## config.mk

```make
export PLATFORM = sky130hd
export DESIGN_NAME = r2r_adc_engine
export DESIGN_NICKNAME = d
export VERILOG_FILES = /design/src/rtl/r2r_adc_engine.sv
export SDC_FILE = /design/constraint.sdc
export NUM_CORES = 1
export LEC_CHECK = 0
export CAP_MARGIN = 20
export CORE_UTILIZATION = 55
export CTS_CLUSTER_DIAMETER = 100
export DETAILED_ROUTE_END_ITERATION = 10
export PLACE_DENSITY = 0.87
export SETUP_SLACK_MARGIN = 0.1
export SLEW_MARGIN = 20
export SYNTH_ARGS = -nofsm -noshare
export SYNTH_HDL_FRONTEND = slang
export SYNTH_SLANG_ARGS = --single-unit
```

## constraint.sdc

```tcl
create_clock -name clk -period 3.15 [get_ports clk]
set_clock_uncertainty 0.15 [all_clocks]
set_input_delay 0.63 -clock clk [delete_from_list [all_inputs] [get_ports clk]]
set_output_delay 0.63 -clock clk [all_outputs]
set_load 0.01 [all_outputs]
```

## src/rtl/r2r_adc_engine.sv

```systemverilog
// R2R-ladder ADC engine: ramp, SAR and delta-tracking conversions sharing one
// step timer and comparator path, followed by a power-of-two block averager.
module r2r_adc_engine #(
    parameter int N_BITS   = 8,
    parameter int STEP_DIV = 100_000,
    parameter int AVG_LOG2 = 4
) (
    input  logic              clk,
    input  logic              reset,
    input  logic              enable,
    input  logic [1:0]        mode,
    input  logic              comp_in,
    output logic [N_BITS-1:0] dac_code,
    output logic [N_BITS-1:0] sample,
    output logic              sample_valid,
    output logic [N_BITS-1:0] avg_code,
    output logic              avg_valid,
    output logic              busy
);

    localparam int STEP_W    = $clog2(STEP_DIV);
    localparam int BIT_W     = $clog2(N_BITS);
    localparam int ACC_W     = N_BITS + AVG_LOG2;
    localparam int AVG_CNT_W = (AVG_LOG2 > 0) ? AVG_LOG2 : 1;

    localparam logic [STEP_W-1:0]    STEP_LAST = STEP_W'(STEP_DIV - 1);
    localparam logic [N_BITS-1:0]    CODE_MAX  = '1;
    localparam logic [N_BITS-1:0]    CODE_MID  = {1'b1, {(N_BITS-1){1'b0}}};
    localparam logic [BIT_W-1:0]     BIT_TOP   = BIT_W'(N_BITS - 1);
    localparam logic [AVG_CNT_W-1:0] AVG_LAST  = AVG_CNT_W'((1 << AVG_LOG2) - 1);

    typedef enum logic {
        ST_IDLE,
        ST_RUN
    } state_t;

    typedef enum logic [1:0] {
        MODE_RAMP  = 2'd0,
        MODE_SAR   = 2'd1,
        MODE_TRACK = 2'd2,
        MODE_OFF   = 2'd3
    } mode_t;

    state_t               state_q, state_d;
    mode_t                cur_mode_q, cur_mode_d;
    mode_t                mode_in;
    logic                 comp_meta_q, comp_meta_d;
    logic                 comp_s_q, comp_s_d;
    logic [STEP_W-1:0]    step_q, step_d;
    logic [BIT_W-1:0]     sar_bit_q, sar_bit_d;
    logic [N_BITS-1:0]    dac_q, dac_d;
    logic [N_BITS-1:0]    sample_q, sample_d;
    logic                 sample_valid_q, sample_valid_d;
    logic [ACC_W-1:0]     acc_q, acc_d;
    logic [AVG_CNT_W-1:0] avg_cnt_q, avg_cnt_d;
    logic [N_BITS-1:0]    avg_code_q, avg_code_d;
    logic                 avg_valid_q, avg_valid_d;

    logic                 run_req;
    logic                 clear_avg;
    logic [N_BITS-1:0]    code_nxt;
    logic [ACC_W-1:0]     acc_sum;

    assign mode_in = mode_t'(mode);

    function automatic logic [N_BITS-1:0] start_code(input mode_t m);
        return (m == MODE_RAMP) ? '0 : CODE_MID;
    endfunction

    always_comb begin
        state_d        = state_q;
        cur_mode_d     = cur_mode_q;
        comp_meta_d    = comp_in;
        comp_s_d       = comp_meta_q;
        step_d         = step_q;
        sar_bit_d      = sar_bit_q;
        dac_d          = dac_q;
        sample_d       = sample_q;
        sample_valid_d = 1'b0;
        acc_d          = acc_q;
        avg_cnt_d      = avg_cnt_q;
        avg_code_d     = avg_code_q;
        avg_valid_d    = 1'b0;
        run_req        = enable && (mode_in != MODE_OFF);
        clear_avg      = 1'b1;
        code_nxt       = dac_q;
        acc_sum        = acc_q + ACC_W'(sample_q);

        case (state_q)
            ST_IDLE: begin
                dac_d  = '0;
                step_d = '0;
                if (run_req) begin
                    state_d    = ST_RUN;
                    cur_mode_d = mode_in;
                    dac_d      = start_code(mode_in);
                    sar_bit_d  = BIT_TOP;
                end
            end
            ST_RUN: begin
                if (!run_req) begin
                    state_d = ST_IDLE;
                    dac_d   = '0;
                    step_d  = '0;
                end else if (mode_in != cur_mode_q) begin
                    // Mode change outranks a coinciding decision: the aborted conversion emits nothing.
                    cur_mode_d = mode_in;
                    dac_d      = start_code(mode_in);
                    step_d     = '0;
                    sar_bit_d  = BIT_TOP;
                end else begin
                    clear_avg = 1'b0;
                    if (step_q != STEP_LAST) begin
                        step_d = step_q + STEP_W'(1);
                    end else begin
                        step_d = '0;
                        case (cur_mode_q)
                            MODE_RAMP: begin
                                if (comp_s_q) begin
                                    if (dac_q == CODE_MAX) begin
                                        sample_d       = CODE_MAX;
                                        sample_valid_d = 1'b1;
                                        dac_d          = '0;
                                    end else begin
                                        dac_d = dac_q + N_BITS'(1);
                                    end
                                end else begin
                                    sample_d       = (dac_q == '0) ? '0 : dac_q - N_BITS'(1);
                                    sample_valid_d = 1'b1;
                                    dac_d          = '0;
                                end
                            end
                            MODE_SAR: begin
                                code_nxt[sar_bit_q] = comp_s_q;
                                if (sar_bit_q == '0) begin
                                    sample_d       = code_nxt;
                                    sample_valid_d = 1'b1;
                                    dac_d          = CODE_MID;
                                    sar_bit_d      = BIT_TOP;
                                end else begin
                                    code_nxt[sar_bit_q - BIT_W'(1)] = 1'b1;
                                    dac_d     = code_nxt;
                                    sar_bit_d = sar_bit_q - BIT_W'(1);
                                end
                            end
                            MODE_TRACK: begin
                                if (comp_s_q) begin
                                    code_nxt = (dac_q == CODE_MAX) ? CODE_MAX : dac_q + N_BITS'(1);
                                end else begin
                                    code_nxt = (dac_q == '0) ? '0 : dac_q - N_BITS'(1);
                                end
                                dac_d          = code_nxt;
                                sample_d       = code_nxt;
                                sample_valid_d = 1'b1;
                            end
                            default: begin
                            end
                        endcase
                    end
                end
            end
            default: begin
                state_d = ST_IDLE;
            end
        endcase

        // The averager consumes the registered sample, so its pulse trails sample_valid by one cycle.
        if (clear_avg) begin
            acc_d     = '0;
            avg_cnt_d = '0;
        end else if (sample_valid_q) begin
            if (avg_cnt_q == AVG_LAST) begin
                avg_code_d  = acc_sum[ACC_W-1:AVG_LOG2];
                avg_valid_d = 1'b1;
                acc_d       = '0;
                avg_cnt_d   = '0;
            end else begin
                acc_d     = acc_sum;
                avg_cnt_d = avg_cnt_q + AVG_CNT_W'(1);
            end
        end
    end

    always_ff @(posedge clk) begin
        if (reset) begin
            state_q        <= ST_IDLE;
            cur_mode_q     <= MODE_RAMP;
            comp_meta_q    <= 1'b0;
            comp_s_q       <= 1'b0;
            step_q         <= '0;
            sar_bit_q      <= '0;
            dac_q          <= '0;
            sample_q       <= '0;
            sample_valid_q <= 1'b0;
            acc_q          <= '0;
            avg_cnt_q      <= '0;
            avg_code_q     <= '0;
            avg_valid_q    <= 1'b0;
        end else begin
            state_q        <= state_d;
            cur_mode_q     <= cur_mode_d;
            comp_meta_q    <= comp_meta_d;
            comp_s_q       <= comp_s_d;
            step_q         <= step_d;
            sar_bit_q      <= sar_bit_d;
            dac_q          <= dac_d;
            sample_q       <= sample_d;
            sample_valid_q <= sample_valid_d;
            acc_q          <= acc_d;
            avg_cnt_q      <= avg_cnt_d;
            avg_code_q     <= avg_code_d;
            avg_valid_q    <= avg_valid_d;
        end
    end

    assign dac_code     = dac_q;
    assign sample       = sample_q;
    assign sample_valid = sample_valid_q;
    assign avg_code     = avg_code_q;
    assign avg_valid    = avg_valid_q;
    assign busy         = (state_q == ST_RUN);

endmodule

```

==> summary.md <==
| Metric | Value |
|---|---|
| Status | `finished clean` |
| First-pass GRT wire length | `16.97 mm` |
| Cell Chain, Critical Path | `ha_1 > inv_1 > fa_1 > nor2b_1 > o2111ai_1 > a31oi_1 > nand3_1 > or3_1 > a31oi_1` |
| Main flop type after synthesis | `dfxtp_1` |
| Tmin final | `around 2.9 ns` |
| CTS tree | `yes` |
| Root Buffer Master | `clkbuf_8` |
| Via/cell ratio | `6.186` |
| Crit-path max FO | `4` |
| Worst Setup EP | `acc_q[10]` |
| Detailed Place HPWL | `approximately 7.4 mm` |
| WP depth | `9` |
| Synth top area share | `about 32%` |
| Total power | `0.001774 W` |
| # diodes | `0` |
| Vias in the first global route | `3610` |
| Post-cts resize count | `0` |
| Crit path kind | `reg2reg` |
| Hold Crit Class | `reg2reg` |
| Number of flops mapped to enable cells by yosys | `0` |
| Synthesized cell area | `~4200 um^2` |
| Worst Tran Pin Value | `slightly above 0.7 ns` |
| Max_slew headroom | `a little over half` |
| Worst Path Arrival | `~3 ns` |
| IO buf count | `32` |
| Initial antenna violation count | `0` |
| Mean Syn Cell Area | `8.027 um^2` |
| Synth Instances | `about 520` |
| Final Setup Violations | `0` |
| Synth warnings | `0` |
| Slowest stage delay, CP | `0.43 ns` |
| Bufs and invs on worst path | `1` |
| CTS Buf Count | `9` |
| Die Ht | `roughly 89 um` |
| Sequential cell area | `about 1300 um^2` |
| Global placer's final weighted congestion | `approximately 0.98` |
| GRT Overall Usage | `27.79%` |
| CP dominant cell by count | `a31oi_1` |
| RSZ-0062 raised after global routing | `no` |
| H-tree depth | `3` |
| Largest area contributor in the netlist | `dfxtp_1` |
| Area contributors post-synth | `dfxtp_1, nor2_1, ha_1` |
| Max Root-Sink Buffers | `2` |
| Maxcap violations | `0` |
| Sequential fraction of the synthesis area | `32.01%` |
| Total negative setup slack | `0 ns` |
| Origin of the critical flop-to-flop path | `sample[0]` |
| Worst-Skew Late Latency | `0.35 ns` |
| Worst-path clk slew | `roughly 0.08 ns` |
| Total wire length | `just over 10 mm` |
| Routed via count | `4033` |
| Distinct cells, synth | `63` |
| Endpoints failing hold | `0` |
| Number of nets in the layout | `~570` |
| Iter 0 DRT Violations | `around 440` |
| Crit-path leading delay family | `simple AND/OR/NAND/NOR gates` |
| Area growth syn-to-layout | `14.42%` |
| Area of the multi-input gates | `2663 um^2` |
| Site Rows | `31` |
| Layout filler cell count | `between 600 and 700` |
| Hold_buf cts | `0` |
| Routed len/inst | `roughly 16 um` |
| Core area | `about 7300 um^2` |
| Critical path required time | `around 3.3 ns` |
| I/O pin total | `33` |
| # clock sinks | `between 60 and 70` |
| Layout cells sized above 1 | `about 6.9%` |
| Share of flip-flops with an asynchronous set or reset after synthesis | `0%` |
| Worst R2R End | `acc_q[10]` |
| R2R setup slack | `around 0.3 ns` |
| Slew Viols, Final | `0` |
| Antenna Nets Post-Route | `0` |
| Post-CTS setup buffer count | `0` |
| FF+latch count, synth | `67` |
| Starting Density | `around 57%` |
| Largest net degree at the start of global routing | `28` |
| Startpoint Class | `flop` |
| GRT overflow | `0` |
| Die W | `~89 um` |
| Tcrit/Tclk final | `90.59%` |
| Post-synth net total | `~550` |
| Pwr dens | `between 300 and 400 nW/um^2` |
| R2R depth | `9` |
| Crit path capture type | `flop` |
| Residual DRC | `0` |
| Worst Hold Slack | `0.3002 ns` |
| Die area | `7972 um^2` |
| CP max stage cell | `a31oi_1` |
| Detailed-router iteration count before antenna repair | `5` |
| P_leak | `roughly 1.7 nW` |
| VDD IR max | `0.0002506 V` |
| Fmax | `350.4 MHz` |
| CP Launch Point | `sample[0]` |
==> worst min path at each step <==
stage / start / to / depth (start not counted)
detailed placement: comp_meta_q / comp_s_q / 1
CTS: comp_meta_q / comp_s_q / 1
global placement: comp_meta_q / comp_s_q / 1
finish: comp_meta_q / comp_s_q / 1
global route: comp_meta_q / comp_s_q / 1
floorplan: comp_meta_q / comp_s_q / 1
==> registers in the layout (all words and copies together), names as in the netlist <==
name,count
sample_valid,1
sar_bit_q,3
cur_mode_q,2
comp_meta_q,1
acc_q,12
avg_valid,1
comp_s_q,1
sample,8
dac_code,8
avg_code,8
step_q,17
avg_cnt_q,4
busy,1
==> power by group <==
part	total [W]	switching, W	internal, W
combinational	0.000194	0.000122	0.0000723
clock	0.000712	0.000342	0.000370
sequential	0.000867	0.0000133	0.000854
total	0.00177	0.000477	0.00130
==> cells in the mapped netlist (13+ instances only) <==
cell type,instances
clkbuf_1,23
nor3_1,13
nor2_1,75
a21oi_1,36
mux2i_1,15
inv_1,19
o21ai_0,18
nand2_1,35
dfxtp_1,67
xor2_1,23
nand3_1,24
ha_1,19
==> area by class of cell <==
type / instances / area share [%]
clock inverter: 5 / 1.279
inverter: 19 / 1.487
timing repair buffer: 43 / 8.403
sequential: 67 / 27.98
multi-input combinational: 408 / 55.53
tap: 99 / 2.584
clock buffer: 11 / 2.740
==> cell usage in the layout (no fill, tap or decap), drive strengths merged, types with 15 or more instances in the layout <==
master and count:
a211oi 15, a21oi 36, clkdlybuf4s50 32, dfxtp 67
nand2 35, nand3 25, ha 19, nor2 75
mux2i 15, inv 20, o21ai 18, xor2 23
==> metrics by stage <==
| step | utilization [%] | instance area [um^2] | setup WS, ns | cells |
|---|---|---|---|---|
| 6_report | 65.75 | 4795 | 0.2964 | 652 |
| 5_1_grt | 65.75 | 4795 | 0.1173 | 652 |
| 4_1_cts | 65.75 | 4795 | 0.3061 | 652 |
| 3_5_place_dp | 63.11 | 4602 | 0.1086 | 636 |
| 3_3_place_gp | 63.11 | 4602 | 0.1972 | 636 |
| 2_1_floorplan | - | 4190 | 0.6020 | 522 |
==> layer usage <==
layer  share of wire [%]  track usage, %
met1                  42           35.52
met2                  48           45.80
met3                 8.2           6.371
met4                 2.2           10.39
met5                   0               0
==> cell families after synthesis <==
kind of cell / Yosys count / share of synthesized area (%)
and+or+nand+nor: 203 / 24.07
AOI/OAI and AO/OA: 135 / 22.43
DFF: 67 / 32.01
buffers and inverters: 47 / 4.449
xor gates and xnor gates: 35 / 7.316
adders and majority gates: 20 / 6.151
muxes: 15 / 3.583
Note: power is estimated with default switching activity, not from simulation.
